## src/rtl/uart_tx_fifo_rd.sv

```systemverilog
// UART transmitter on the read side of a TX FIFO: pops one byte per frame and serialises it LSB first.
// Optional even-parity bit between data and stop is enabled by defining UART_TX_PARITY_EN.
module uart_tx_fifo_rd #(
  parameter int DBIT    = 8,
  parameter int SB_TICK = 16
) (
  input  logic            clk,
  input  logic            reset,
  input  logic            s_tick,
  input  logic            fifo_empty,
  input  logic [DBIT-1:0] fifo_rdata,
  output logic            fifo_rd,
  output logic            tx,
  output logic            tx_busy,
  output logic            tx_done_tick
);

  // Tick counter must reach SB_TICK-1 in STOP as well as 15 in the other states
  localparam int SW = ($clog2(SB_TICK) > 4) ? $clog2(SB_TICK) : 4;

  localparam logic [2:0] IDLE   = 3'd0;
  localparam logic [2:0] START  = 3'd1;
  localparam logic [2:0] DATA   = 3'd2;
`ifdef UART_TX_PARITY_EN
  localparam logic [2:0] PARITY = 3'd3;
`endif
  localparam logic [2:0] STOP   = 3'd4;

  logic [2:0]      state, state_next;
  logic [SW-1:0]   s, s_next;
  logic [2:0]      n, n_next;
  logic [DBIT-1:0] b, b_next;
  logic            tx_next;
  logic            rd_raw, done_raw;
`ifdef UART_TX_PARITY_EN
  logic            par, par_next;
`endif

  always_comb begin
    state_next = state;
    s_next     = s;
    n_next     = n;
    b_next     = b;
    rd_raw     = 1'b0;
    done_raw   = 1'b0;
`ifdef UART_TX_PARITY_EN
    par_next   = par;
`endif
    case (state)
      IDLE: begin
        if (!fifo_empty) begin
          rd_raw     = 1'b1;
          b_next     = fifo_rdata;
          s_next     = '0;
`ifdef UART_TX_PARITY_EN
          par_next   = ^fifo_rdata;
`endif
          state_next = START;
        end
      end
      START: begin
        if (s_tick) begin
          if (s == SW'(15)) begin
            s_next     = '0;
            n_next     = '0;
            state_next = DATA;
          end else begin
            s_next = s + SW'(1);
          end
        end
      end
      DATA: begin
        if (s_tick) begin
          if (s == SW'(15)) begin
            s_next = '0;
            b_next = b >> 1;
            if (n == 3'(DBIT-1)) begin
`ifdef UART_TX_PARITY_EN
              state_next = PARITY;
`else
              state_next = STOP;
`endif
            end else begin
              n_next = n + 3'd1;
            end
          end else begin
            s_next = s + SW'(1);
          end
        end
      end
`ifdef UART_TX_PARITY_EN
      PARITY: begin
        if (s_tick) begin
          if (s == SW'(15)) begin
            s_next     = '0;
            state_next = STOP;
          end else begin
            s_next = s + SW'(1);
          end
        end
      end
`endif
      STOP: begin
        if (s_tick) begin
          if (s == SW'(SB_TICK-1)) begin
            done_raw   = 1'b1;
            state_next = IDLE;
          end else begin
            s_next = s + SW'(1);
          end
        end
      end
      default: state_next = IDLE;
    endcase

    // tx is decoded from the next state so the line is a pure register output
    case (state_next)
      START:   tx_next = 1'b0;
      DATA:    tx_next = b_next[0];
`ifdef UART_TX_PARITY_EN
      PARITY:  tx_next = par_next;
`endif
      default: tx_next = 1'b1;
    endcase
  end

  always_ff @(posedge clk) begin
    if (reset) begin
      state <= IDLE;
      s     <= '0;
      n     <= '0;
      tx    <= 1'b1;
    end else begin
      state <= state_next;
      s     <= s_next;
      n     <= n_next;
      tx    <= tx_next;
    end
  end

  always_ff @(posedge clk) begin
    b <= b_next;
`ifdef UART_TX_PARITY_EN
    par <= par_next;
`endif
  end

  assign fifo_rd      = rd_raw & ~reset;
  assign tx_done_tick = done_raw & ~reset;
  assign tx_busy      = (state != IDLE);

endmodule

```

## config.mk

```make
export PLATFORM = sky130hd
export DESIGN_NAME = uart_tx_fifo_rd
export DESIGN_NICKNAME = d
export VERILOG_FILES = /design/src/rtl/uart_tx_fifo_rd.sv
export SDC_FILE = /design/constraint.sdc
export NUM_CORES = 1
export LEC_CHECK = 0
export ABC_CLOCK_PERIOD_IN_PS = 3300
export BUFFER_PORTS_ARGS = -buffer_cell sky130_fd_sc_hd__buf_2
export CAP_MARGIN = 0
export CORE_ASPECT_RATIO = 0.8
export CORE_MARGIN = 2
export CORE_UTILIZATION = 58
export CTS_BUF_LIST = sky130_fd_sc_hd__clkbuf_16
export CTS_CLUSTER_DIAMETER = 150
export DETAILED_ROUTE_END_ITERATION = 7
export HOLD_SLACK_MARGIN = 0.15
export PLACE_DENSITY = 0.89
export SYNTH_ARGS = -nofsm -noshare
export SYNTH_HDL_FRONTEND = slang
export SYNTH_SLANG_ARGS = --single-unit
```

## constraint.sdc

```tcl
create_clock -name clk -period 3.3 [get_ports clk]
set_input_delay 0.33 -clock clk [delete_from_list [all_inputs] [get_ports clk]]
set_output_delay 0.33 -clock clk [all_outputs]
set_load 0.1 [all_outputs]
```

# Word level (Yosys, flattened, before mapping)
# Index checks and enable logic that the tools add are counted.
[totals]
inputBits = 12
register_bits = 19
out_inout_bits = 4
word_cells = 67
[op_classes]
reduce_logical = 9
muxes = 31
n_addsub = 2
eq_ne = 16
bitwise_logic = 3
[ops]
columns = ["cell", "count"]
rows = [
  ["$mux 3", 13],
  ["$mux 8", 3],
  ["$mux 4", 5],
  ["$ne 2x2->1 const B", 8],
  ["$pmux 8 s2", 1],
  ["$pmux 3 s4", 1],
  ["$pmux 4 s3", 1],
  ["$eq 3x1->1 const B", 2],
  ["$eq 3x2->1 const B", 2],
  ["$eq 3x3->1 const B", 2],
  ["$pmux 3 s2", 1],
  ["$reduce_and 6->1", 1],
  ["$reduce_bool 3->1", 2],
  ["$mux 1", 5],
  ["$reduce_and 5->1", 1],
  ["$add 4x1->4 const B", 1],
  ["$eq 4x4->1 const B", 1],
  ["$reduce_and 4->1", 1],
  ["$reduce_bool 2->1", 2],
  ["$add 3x1->3 const B", 1],
  ["$logic_not 3->1", 1],
  ["$and 1x1->1", 2],
  ["$ne 2x1->1 const B", 1],
  ["$pmux 1 s2", 1],
  ["other kinds (2)", 2],
]

# Longest topological paths before layout
[logic_depth]
word_depth = 7
mapped_depth = 6
depth_no_buf = 6

# Least setup slack after synthesis
# No wires, ideal clock.
[synth_path]
kind = "register to output"
startpoint = "register state[1]"
endpoint = "output port fifo_rd"
arrival_time_ps = 2238
setup_slack_ps = 732
t_required_ps = 2970
n_path_buf = 1
stages_incl_launch_ff = 4
cell_sequence = "dfxtp_1 > buf_4 > or4_4 > nor2_1"
[synth_via]
elab_chain_cells = 3
[synth_lines]
columns = ["element", "line_no", "text"]
rows = [
  ["start, declared", "29", "logic [2:0] state, state_next;"],
  ["start signal, assigned", "134", "state <= state_next;"],
  ["$logic_not 3->1", "49", "case (state)"],
  ["$mux 1", "49", ""],
  ["$and 1x1->1", "148", "assign fifo_rd = rd_raw & ~reset;"],
  ["end, declared", "12", "output logic fifo_rd,"],
]
# Every way passes these cells.

# Worst setup path after layout
[layout_path]
startpoint = "register s[0]"
endpoint = "output port tx_done_tick"
[layout_via]
elab_chain_cells = 5
[layout_lines]
columns = ["element", "line_no", "text"]
rows = [
  ["start, declared", "30", "logic [SW-1:0] s, s_next;"],
  ["start signal, assigned", "135", "s <= s_next;"],
  ["$eq 4x4->1", "105", "if (s == SW'(SB_TICK-1)) begin"],
  ["$mux 1", "105", ""],
  ["$mux 1", "104", "if (s_tick) begin"],
  ["$mux 1", "49", ""],
  ["$and 1x1->1", "149", "assign tx_done_tick = done_raw & ~reset;"],
  ["end, declared", "15", "output logic tx_done_tick"],
]
# Every way passes these cells.

==> impl_summary.txt <==
----------------------------------------------------
[STA]
  Worst Max-Slew Pin Slew ... 0.504 ns
  Min Clock Period, post-route ... 2.18 ns
  Number of pins exceeding their max-slew limit in the final report ... 0
  Worst rel slew slack ... 66.3%
  Number of hold violations in the final report ... 0
  Final clock period utilization by the worst path ... 66.0%
  Setup TNS Final ... 0 ns
  F_max ... 459 MHz
  Worst clock skew ... 0.00159 ns
  Final setup violation count ... 0
  Setup repair after global routing missed its margin ... no

[Clock tree]
  Number of sinks driven by the clock tree ... 19
  Number of buffers added by the clock tree synthesis step ... 3
  CTS resizes ... 0
  Hold buffer count at cts ... 0
  CTS tree ... yes
  Latest clock arrival within the worst-skew pair ... 0.25 ns
  CTS H-tree lvls ... 1
  Register clock-pin slew on the reported worst setup and hold paths ... 0.05 ns
  Number of buffers inserted to repair setup after CTS ... 0
  Buffer cell driving the clock tree root ... sky130_fd_sc_hd__clkbuf_16
  CTS Buffer Depth ... 2

[Die]
  I/O pin cnt ... 16
  Initial Utilization ... 62.0%
  FP Rows ... 13
  Core Box Area ... 0.00163 mm^2
  Overall die height ... 41.3 um
  DIE AREA ... 0.00209 mm^2
  Overall die width ... 50.6 um

[Cells and area]
  Number of nets in the layout ... 132
  Synth-to-Final Area Change ... 15.9%
  Count of antenna diodes in the layout ... 0
  Layout cell share with drive strength beyond 1 ... 20.7%
  Fill cell instance count of the final layout ... 130
  Fin area ... 0.00117 mm^2

[Place]
  DP Wirelength ... 1640 um
  Instance area after placement ... 0.00109 mm^2
  Quantity of I/O buffers inserted on ports ... 15
  Final Wtd Congestion ... 0.871

[GRT]
  All-layer global routing usage ... 23.4%
  Grt total ovfl ... 0
  Largest net degree at the start of global routing ... 17
  Number of global-route vias before repair ... 735
  Global-route wire length before repair ... 3400 um
  Initial antenna violation count ... 0

[Yosys]
  Post-synth ARST share ... 0%
  Syn nets ... 116
  Distinct cell type count after synthesis ... 46
  EDFF count, synth ... 7
  Yosys warnings ... 0
  Yosys reg bits ... 19
  Combined area of all synthesized cells ... 0.00101 mm^2
  Count of mapped cells out of synthesis ... 101
  Register area share after synthesis ... 44.7%
  Avg Cell Area, Syn ... 9.98 um^2
  Predominant post-synthesis flop cell ... sky130_fd_sc_hd__dfxtp_1

[Routing]
  Detailed router's first-iteration violation count ... 25
  Top routing layer in use ... met4
  Wire length on met1 ... 962 um
  DR WL met3 ... 163 um
  Detailed route wirelength on metal2 ... 1140 um
  Number of remaining DRC errors ... 0
  Sum of routed wire length over all layers ... 2290 um
  Per-cell via count in the routed design ... 6.48
  ANT nets after route ... 0
  Wire length per cell after detailed routing ... 16.6 um
  Vias after detailed routing ... 894
  First-pass detailed-route iteration total ... 4

[Critical path]
  Worst reg2reg setup slack ... 1.33 ns
  Critical R2R Launch ... s[0]
  CP startpoint kind ... register
  End of the worst register-to-register path ... b[1]
  Critical Path AT ... 1.85 ns
  Critical-path maximum fanout ... 5
  Logic depth of the worst register-to-register path ... 4
  Endpoint kind of the worst setup timing path ... output pin
  Crit path required time ... 2.97 ns
  Critical setup path kind ... reg -> out

[Min path]
  Instance count along the most critical hold path ... 2
  Hold/Removal Path Class ... in -> reg
  Worst Hold Launch ... fifo_rdata[7]
  Hold EP ... b[7]

[Power and ir drop]
  Leak ... 0.000470 uW
  Worst IR drop on VDD ... 421 uV
  Power per Cell Area ... 496 mW/mm^2

[Run status]
  Result of the run ... complete, no violations

[Flow run]
  Maximum capacitance violations ... 0

----------------------------------------------------
through the flow:
step	setup slack (ns)	cells	hold WS, ns	util (%)	power, uW
after floorplan	0.732	101	0.470	-	319
after CTS	1.13	138	0.355	71.8	580
final	1.12	138	0.355	71.8	580
after global placement	1.44	134	0.482	67.0	336
after detailed placement	1.38	134	0.505	67.0	340
after global routing	1.06	138	0.365	71.8	595
worst max-delay path by stage:
stage / from / slack (ns) / endpoint / cells after the start
4_1_cts: s[0] / 1.13 / tx_done_tick / 4
5_1_grt: s[0] / 1.06 / tx_done_tick / 4
6_report: s[0] / 1.12 / tx_done_tick / 4
3_3_place_gp: state[0] / 1.44 / fifo_rd / 3
2_1_floorplan: state[1] / 0.73 / fifo_rd / 3
3_5_place_dp: s[0] / 1.38 / b[7] / 4
flip-flops by register name, indices dropped and copies added, names as in the netlist:
register  count
state         3
s             4
tx            1
n             3
b             8
routing by layer:
layer / GRT usage (%) / up-vias
li1: - / 428
met1: 27.5 / 413
met2: 44.4 / 47
met3: 6.43 / 6
met4: 6.08 / 0
met5: 0 / -
cell usage after synthesis, types with 2 or more instances:
library cell               count  area (um^2)
sky130_fd_sc_hd__nor2_1       10         37.5
sky130_fd_sc_hd__edfxtp_1      7          210
sky130_fd_sc_hd__a22o_1        6         52.6
sky130_fd_sc_hd__nand4_1       2         12.5
sky130_fd_sc_hd__inv_1         3         11.3
sky130_fd_sc_hd__a22oi_1       2         15.0
sky130_fd_sc_hd__o31ai_1       2         15.0
sky130_fd_sc_hd__dfxtp_1      12          240
sky130_fd_sc_hd__ha_1          3         37.5
sky130_fd_sc_hd__nand2_1       6         22.5
sky130_fd_sc_hd__or2_2         2         12.5
sky130_fd_sc_hd__nand3_1       2         10.0
sky130_fd_sc_hd__buf_4         2         15.0
sky130_fd_sc_hd__nor3_1        2         10.0
sky130_fd_sc_hd__nor3b_1       2         15.0
sky130_fd_sc_hd__or3_1         3         18.8
sky130_fd_sc_hd__and3_1        2         12.5
sky130_fd_sc_hd__and4_1        2         17.5
sky130_fd_sc_hd__buf_2         2         10.0
sky130_fd_sc_hd__nand2b_1      3         18.8
layout by cell type (no fill, tap or decap), drive strengths merged, types with 4 or more instances in the layout:
| cell | n |
|---|---|
| edfxtp | 7 |
| buf | 16 |
| nor2 | 10 |
| inv | 4 |
| dfxtp | 12 |
| a22o | 6 |
| nand2 | 6 |
kinds of logic after synthesis:
kind of cell | after synthesis | synth area share [%]
flops | 19 | 44.7
fa+ha+maj | 3 | 3.72
buf+inv | 8 | 3.97
compound gates | 24 | 19.1
simple gates | 46 | 27.5
mux | 1 | 0.993
power by group:
part / switching (uW) / internal [uW]
sequential: 8.31 / 256
clock: 81.9 / 161
combinational: 47.6 / 24.8
total: 138 / 442
worst max-delay path, cell delays in order, from the launching register on:
cell and delay (ns):
sky130_fd_sc_hd__dfxtp_1 0.38, sky130_fd_sc_hd__ha_1 0.26, sky130_fd_sc_hd__and4_1 0.33, sky130_fd_sc_hd__and4_1 0.21
sky130_fd_sc_hd__buf_2 0.42
final cells by class:
cell class                 instances  area (um^2)  share of cell area, %
multi-input combinational         74          518                   44.3
tap                               22         27.5                   2.36
sequential                        19          450                   38.5
clock buffer                       3         75.1                   6.42
inverter                           3         11.3                  0.964
clock inverter                     1         3.75                  0.321
timing repair buffer              16         82.6                   7.07
Note: power is estimated with default switching activity, not from simulation.
